`config.mk`:
```
export PLATFORM = sky130hd
export DESIGN_NAME = frame_fetcher_flat
export DESIGN_NICKNAME = d
export VERILOG_FILES = /design/src/rtl/frame_fetcher_if.sv /design/src/rtl/frame_fetcher.sv /design/src/flat_wrapper.sv
export SDC_FILE = /design/constraint.sdc
export NUM_CORES = 1
export LEC_CHECK = 0
export ABC_AREA = 1
export BUFFER_PORTS_ARGS = -buffer_cell sky130_fd_sc_hd__buf_2
export CAP_MARGIN = 20
export CORE_ASPECT_RATIO = 0.75
export CORE_UTILIZATION = 30
export CTS_CLUSTER_DIAMETER = 50
export DETAILED_ROUTE_END_ITERATION = 6
export PLACE_DENSITY = 0.51
export SYNTH_ARGS = -nofsm -noshare
export SYNTH_HDL_FRONTEND = slang
export SYNTH_SLANG_ARGS = --single-unit
```
`constraint.sdc`:
```
create_clock -name clk -period 6.4 [get_ports clk]
set_input_delay 0.64 -clock clk [delete_from_list [all_inputs] [get_ports clk]]
set_output_delay 0.64 -clock clk [all_outputs]
set_load 0.05 [all_outputs]
```
`src/rtl/frame_fetcher_if.sv`:
```
// Bundle of the frame fetcher's request, read-back, pixel-stream and status signals.
// The master modport is the fetcher's view; slave is the surrounding system's view.
interface frame_fetcher_if;
    logic        start;
    logic [16:0] fetch_addr;
    logic [31:0] fetch_wrdata;
    logic [3:0]  fetch_op;
    logic        fetch_rts;
    logic        fetch_rtr;
    logic [31:0] bcast_data;
    logic        bcast_xfc;
    logic [31:0] pix_data;
    logic        pix_valid;
    logic        pix_ready;
    logic        busy;
    logic        frame_done;
    logic        stray_err;

    modport master (
        input  start, fetch_rtr, bcast_data, bcast_xfc, pix_ready,
        output fetch_addr, fetch_wrdata, fetch_op, fetch_rts,
        output pix_data, pix_valid, busy, frame_done, stray_err
    );

    modport slave (
        output start, fetch_rtr, bcast_data, bcast_xfc, pix_ready,
        input  fetch_addr, fetch_wrdata, fetch_op, fetch_rts,
        input  pix_data, pix_valid, busy, frame_done, stray_err
    );
endinterface

```
`src/rtl/frame_fetcher.sv`:
```
// Streams NUM_WORDS words from BASE_ADDR through an arbitrated read port into a
// small FIFO, issuing a request only when the FIFO is guaranteed room for its data.
module frame_fetcher #(
    parameter logic [16:0] BASE_ADDR  = 17'h00000,
    parameter int          NUM_WORDS  = 19200,
    parameter int          FIFO_DEPTH = 16
) (
    input  logic             clk,
    input  logic             rst,
    frame_fetcher_if.master  bus
);
    localparam int          PW         = $clog2(FIFO_DEPTH);
    localparam int          CW         = PW + 1;
    localparam logic [17:0] LAST_ISSUE = 18'(NUM_WORDS - 1);
    localparam logic [CW:0] DEPTH_W    = (CW + 1)'(FIFO_DEPTH);

    typedef enum logic [1:0] {IDLE, FETCH, DRAIN, DONE} state_t;

    state_t          state_q, state_d;
    logic [16:0]     addr_q, addr_d;
    logic [17:0]     issued_q, issued_d;
    logic [CW-1:0]   outstanding_q, outstanding_d;
    logic [CW-1:0]   fifo_count_q, fifo_count_d;
    logic [PW-1:0]   wr_ptr_q, wr_ptr_d;
    logic [PW-1:0]   rd_ptr_q, rd_ptr_d;
    logic            stray_q, stray_d;

    logic [31:0]     fifo_mem [FIFO_DEPTH];

    logic            rts;
    logic            busy;
    logic            frame_done;
    logic            xfc;
    logic            push;
    logic            pop;
    logic            pix_valid;
    logic            stray_hit;
    logic [CW:0]     in_flight;

    // State register
    always_ff @(posedge clk or posedge rst) begin
        if (rst) begin
            state_q       <= IDLE;
            addr_q        <= BASE_ADDR;
            issued_q      <= '0;
            outstanding_q <= '0;
            fifo_count_q  <= '0;
            wr_ptr_q      <= '0;
            rd_ptr_q      <= '0;
            stray_q       <= 1'b0;
        end else begin
            state_q       <= state_d;
            addr_q        <= addr_d;
            issued_q      <= issued_d;
            outstanding_q <= outstanding_d;
            fifo_count_q  <= fifo_count_d;
            wr_ptr_q      <= wr_ptr_d;
            rd_ptr_q      <= rd_ptr_d;
            stray_q       <= stray_d;
        end
    end

    // Next-state logic
    always_comb begin
        state_d = state_q;
        case (state_q)
            IDLE:    if (bus.start) state_d = FETCH;
            FETCH:   if (xfc && issued_q == LAST_ISSUE) state_d = DRAIN;
            DRAIN:   if (outstanding_q == '0) state_d = DONE;
            DONE:    state_d = IDLE;
            default: state_d = IDLE;
        endcase
    end

    // Outputs. Words in flight plus words buffered can only shrink while a request
    // waits, so the credit condition cannot fall away before the grant arrives.
    always_comb begin
        in_flight  = {1'b0, outstanding_q} + {1'b0, fifo_count_q};
        rts        = (state_q == FETCH) && (issued_q <= LAST_ISSUE) && (in_flight < DEPTH_W);
        busy       = (state_q != IDLE);
        frame_done = (state_q == DONE);
    end

    assign pix_valid = (fifo_count_q != '0);
    assign xfc       = rts && bus.fetch_rtr;
    assign push      = bus.bcast_xfc && (outstanding_q != '0);
    assign stray_hit = bus.bcast_xfc && (outstanding_q == '0);
    assign pop       = pix_valid && bus.pix_ready;

    // Request address, counters and FIFO pointers
    always_comb begin
        addr_d        = addr_q;
        issued_d      = issued_q;
        outstanding_d = outstanding_q;
        fifo_count_d  = fifo_count_q;
        wr_ptr_d      = wr_ptr_q;
        rd_ptr_d      = rd_ptr_q;
        stray_d       = stray_q | stray_hit;

        if (state_q == IDLE && bus.start) begin
            addr_d   = BASE_ADDR;
            issued_d = '0;
        end else if (xfc) begin
            addr_d   = addr_q + 17'd1;
            issued_d = issued_q + 18'd1;
        end

        case ({xfc, push})
            2'b10:   outstanding_d = outstanding_q + CW'(1);
            2'b01:   outstanding_d = outstanding_q - CW'(1);
            default: outstanding_d = outstanding_q;
        endcase

        case ({push, pop})
            2'b10:   fifo_count_d = fifo_count_q + CW'(1);
            2'b01:   fifo_count_d = fifo_count_q - CW'(1);
            default: fifo_count_d = fifo_count_q;
        endcase

        if (push) wr_ptr_d = wr_ptr_q + PW'(1);
        if (pop)  rd_ptr_d = rd_ptr_q + PW'(1);
    end

    // Storage is left unreset; the head is masked to zero whenever the FIFO is empty.
    always_ff @(posedge clk) begin
        if (push) fifo_mem[wr_ptr_q] <= bus.bcast_data;
    end

    assign bus.fetch_addr   = addr_q;
    assign bus.fetch_wrdata = 32'h0;
    assign bus.fetch_op     = 4'b0000;
    assign bus.fetch_rts    = rts;
    assign bus.pix_valid    = pix_valid;
    assign bus.pix_data     = pix_valid ? fifo_mem[rd_ptr_q] : 32'h0;
    assign bus.busy         = busy;
    assign bus.frame_done   = frame_done;
    assign bus.stray_err    = stray_q;
endmodule

```
`src/flat_wrapper.sv`:
```
// flat-port wrapper written by rule: the top's interface ports become plain ports
module frame_fetcher_flat 
#(
    parameter logic [16:0] BASE_ADDR  = 17'h00000,
    parameter int          NUM_WORDS  = 19200,
    parameter int          FIFO_DEPTH = 16
)
  (clk, rst, bus_start, bus_fetch_rtr, bus_bcast_data, bus_bcast_xfc, bus_pix_ready, bus_fetch_addr, bus_fetch_wrdata, bus_fetch_op, bus_fetch_rts, bus_pix_data, bus_pix_valid, bus_busy, bus_frame_done, bus_stray_err);
  frame_fetcher_if bus_i ();
  input  logic clk;
  input  logic rst;
  input wire logic [$bits(bus_i.start)-1:0] bus_start;
  input wire logic [$bits(bus_i.fetch_rtr)-1:0] bus_fetch_rtr;
  input wire logic [$bits(bus_i.bcast_data)-1:0] bus_bcast_data;
  input wire logic [$bits(bus_i.bcast_xfc)-1:0] bus_bcast_xfc;
  input wire logic [$bits(bus_i.pix_ready)-1:0] bus_pix_ready;
  output wire logic [$bits(bus_i.fetch_addr)-1:0] bus_fetch_addr;
  output wire logic [$bits(bus_i.fetch_wrdata)-1:0] bus_fetch_wrdata;
  output wire logic [$bits(bus_i.fetch_op)-1:0] bus_fetch_op;
  output wire logic [$bits(bus_i.fetch_rts)-1:0] bus_fetch_rts;
  output wire logic [$bits(bus_i.pix_data)-1:0] bus_pix_data;
  output wire logic [$bits(bus_i.pix_valid)-1:0] bus_pix_valid;
  output wire logic [$bits(bus_i.busy)-1:0] bus_busy;
  output wire logic [$bits(bus_i.frame_done)-1:0] bus_frame_done;
  output wire logic [$bits(bus_i.stray_err)-1:0] bus_stray_err;
  assign bus_i.start = bus_start;
  assign bus_i.fetch_rtr = bus_fetch_rtr;
  assign bus_i.bcast_data = bus_bcast_data;
  assign bus_i.bcast_xfc = bus_bcast_xfc;
  assign bus_i.pix_ready = bus_pix_ready;
  assign bus_fetch_addr = bus_i.fetch_addr;
  assign bus_fetch_wrdata = bus_i.fetch_wrdata;
  assign bus_fetch_op = bus_i.fetch_op;
  assign bus_fetch_rts = bus_i.fetch_rts;
  assign bus_pix_data = bus_i.pix_data;
  assign bus_pix_valid = bus_i.pix_valid;
  assign bus_busy = bus_i.busy;
  assign bus_frame_done = bus_i.frame_done;
  assign bus_stray_err = bus_i.stray_err;
  frame_fetcher #(.BASE_ADDR(BASE_ADDR), .NUM_WORDS(NUM_WORDS), .FIFO_DEPTH(FIFO_DEPTH)) u_core (.clk(clk), .rst(rst), .bus(bus_i));
endmodule
```
==> summary.txt <==
Run status
  • Status: completed

Synthesis
  • Most frequent cell after synthesis: edfxtp_1
  • Register area share after synthesis: 70.8%
  • Post-Synth XOR/XNOR Area: 1.18%
  • Post-synth ARST share: 9.86%
  • Post-synth top flop: edfxtp_1
  • Synth top area share: 64.9%
  • Yosys cell types: 37
  • Post-synthesis simple-gate area fraction: 10.5%
  • Ranking of synthesized cells by area: edfxtp_1, dfrtp_1, o21ai_0, nor2_1, o221ai_1
  • Count of flip-flops with a built-in enable after synthesis: 512
  • Compound-Gate Fraction of Synth Area: 11.7%
  • Most frequent cells after synthesis: edfxtp_1, nor2_1, o21ai_0
  • Post-synth top area cell: edfxtp_1
  • Register bit total from synthesis: 568
  • Synth Warn #: 0
  • Largest family of logic cells by synthesized area: compound AO/OA/AOI/OAI gates
  • Synthesized area per cell: 12.4 um2
  • Mux contribution to synthesized area: 0%
  • Synth Cell Area: 0.0237 mm2
  • Cell count after synthesis: 1908
  • Post-synthesis adder-cell area fraction: 1.44%

STA
  • Unrepaired setup endpoints after global routing: false
  • Final worst slack: 1.64 ns
  • Final Hold Viols: 0
  • Fin crit share: 74.3%
  • Max Freq: 0.210 GHz
  • Clock Skew: 0.0345 ns
  • Headroom to the max-slew limit: 24.1%
  • Max-slew violation count: 0
  • Tmin final: 4.76 ns
  • Setup violators final: 0
  • Hold Slack: 0.264 ns
  • Least-Margin Pin Slew: 1.14 ns
  • Final TNS setup: 0 ns

Final layout
  • Nets: 2043
  • Share of cells above drive strength 1: 13.5%
  • Area Growth Syn to Fin: 15.8%
  • # fillers: 7531
  • FF+latch area: 0.0168 mm2
  • Area of the multi-input gates: 0.00614 mm2
  • Final Instance Area: 0.0274 mm2
  • Fin util: 35.4%

Placement
  • Placed cell areas: 0.0251 mm2
  • Placer congestion estimate: 0.757
  • Detail Placement HPWL: 32000 um
  • Post-Place Setup Slack: 2.30 ns
  • Buffers on Ports: 91

Setup path
  • Worst setup EP type: output pin
  • R2R cell count: 16
  • Reg-to-reg endpoint: u_core.outstanding_q[4]$_DFFE_PP0P_
  • Crit start category: flip-flop
  • Reg-to-reg slack, setup: 3.15 ns
  • WS Path Type: reg -> out
  • Worst-path maximum fanout: 140
  • Critical Path AT: 4.12 ns
  • Worst r2r src: u_core.fifo_count_q[1]$_DFFE_PP0P_
  • Worst Path Required: 5.76 ns

Die
  • Die footprint: 0.0801 mm2
  • Num rows: 88
  • Initial core utilization: 30.6%
  • Io pins: 128
  • Core area: 0.0775 mm2
  • Die Height: 245 um
  • DIE WIDTH: 326 um

Pwr
  • LEAKAGE: 9.39 nW
  • Sw Share: 40.9%
  • Proportion of power drawn by combinational gates: 36.1%
  • P_int: 0.00802 W
  • VDD IR max: 0.000436 V
  • Switching Power: 0.00555 W
  • Clk network pwr share: 28.5%
  • Sequential share of power: 35.4%
  • Power per Cell Area: 495 mW/mm2

Clock tree
  • Max clock buf depth: 3
  • Latest clock arrival within the worst-skew pair: 0.62 ns
  • Clk root buf: clkbuf_16
  • Hold_buf cts: 0
  • Reg clk slew, reported paths: 0.06 ns
  • Htree depth: 3
  • Quantity of gates resized following cts: 0
  • TritonCTS Buffers: 66
  • Setup Fix Bufs, Post-CTS: 0
  • CTS tree: built
  • Clock sinks: 568

Detailed routing
  • Vias per cell: 5.01
  • Post-Route WL: 63200 um
  • ANT nets after route: 0
  • DRT Pass-1 Iters: 5
  • Vias: 15.4k
  • Initial detailed-routing violation count: 1641
  • # DRC: 0
  • Wire length per cell: 20.6 um

Global route
  • Largest net degree at the start of global routing: 141
  • First-pass GRT wire length: 95300 um
  • Vias in the first global route: 15.0k
  • GRT overflow: 0
  • Gr usage total: 15.7%
  • Initial antenna violation count: 14

Hold path
  • Hold Crit Class: in -> async

Run
  • Max_cap viols: 0
-- state kept, by name (all words and copies together), names as in the netlist --
signal	count
u_core.fifo_count_q	5
u_core.issued_q	18
u_core.fifo_mem	512
u_core.wr_ptr_q	4
u_core.bus.fetch_addr	17
u_core.state_q	2
u_core.outstanding_q	5
u_core.bus.stray_err	1
u_core.rd_ptr_q	4
-- per-layer routing --
layer / vias up / GRT usage [%] / routed length, um
met5: - / 0 / 93
li1: 7075 / - / -
met1: 7745 / 21.3 / 28400
met3: 130 / 3.44 / 3540
met2: 419 / 25.1 / 29500
met4: 14 / 4.95 / 1680
-- layout make-up --
type	instances	area share, %
inverters	58	0.817
clock buffers	81	6.61
multi-input cells	1162	22.4
well taps	1035	4.72
clock inverters	39	1.59
flip-flops and latches	568	61.2
repair buffers	123	2.61
diodes	4	0.0365
-- stage by stage --
stage	power, W	std cells
after floorplan	0.00828	1943
final	0.0136	3070
after CTS	0.0137	3065
after detailed placement	0.00980	2945
after global routing	0.0143	3069
after global placement	0.00973	2945
-- placed cells by master (no fill, tap or decap), types with 11 or more instances in the layout --
| cell type | n |
|---|---|
| a21oi_1 | 42 |
| nor2_4 | 16 |
| nand3_1 | 94 |
| clkbuf_16 | 70 |
| edfxtp_1 | 512 |
| inv_1 | 49 |
| buf_4 | 31 |
| o21ai_0 | 280 |
| conb_1 | 36 |
| o221ai_1 | 100 |
| clkinv_1 | 11 |
| nor2_1 | 347 |
| ha_1 | 24 |
| buf_2 | 91 |
| xor2_1 | 27 |
| o22ai_1 | 28 |
| nand2_1 | 110 |
| dfrtp_1 | 53 |
-- cells by family (layout without fill, tap and decap cells) --
logic type | after synthesis | after routing
XOR/XNOR | 32 | 32
AND/OR/NAND/NOR | 604 | 604
buffers and inverters | 213 | 301
adder cells (fa/ha/maj) | 26 | 26
flip-flops | 568 | 568
AO/OA/AOI/OAI | 464 | 464
other | 1 | 40
-- worst max-delay path, cell delays in order (launching register included) --
cell	delay (ns)
dfrtp_4	0.81
inv_6	0.92
buf_4	0.52
o21ai_0	0.16
o221ai_1	0.21
nand3_1	0.17
a21oi_1	0.29
buf_2	0.32
-- how the worst max path moves through the flow --
stage	from	end	slack, ns	depth (start not counted)
2_1_floorplan	u_core.fifo_count_q[1]$_DFFE_PP0P_	u_core.outstanding_q[4]$_DFFE_PP0P_	3.26	18
3_5_place_dp	u_core.rd_ptr_q[0]$_DFFE_PP0P_	bus_pix_data[28]	2.30	9
3_3_place_gp	u_core.rd_ptr_q[0]$_DFFE_PP0P_	bus_pix_data[28]	2.30	9
4_1_cts	u_core.rd_ptr_q[0]$_DFFE_PP0P_	bus_pix_data[28]	1.65	9
6_report	u_core.rd_ptr_q[0]$_DFFE_PP0P_	bus_pix_data[15]	1.64	7
5_1_grt	u_core.rd_ptr_q[0]$_DFFE_PP0P_	bus_pix_data[17]	1.41	7
-- power groups by stage --
stage,registers (W),logic (W),clock network (W)
2_1_floorplan,0.00481,0.00347,0
3_3_place_gp,0.00486,0.00486,0
3_5_place_dp,0.00487,0.00493,0
4_1_cts,0.00480,0.00494,0.00394
5_1_grt,0.00485,0.00535,0.00409
6_report,0.00480,0.00490,0.00387
No activity file was read; power rests on OpenSTA's default activity.
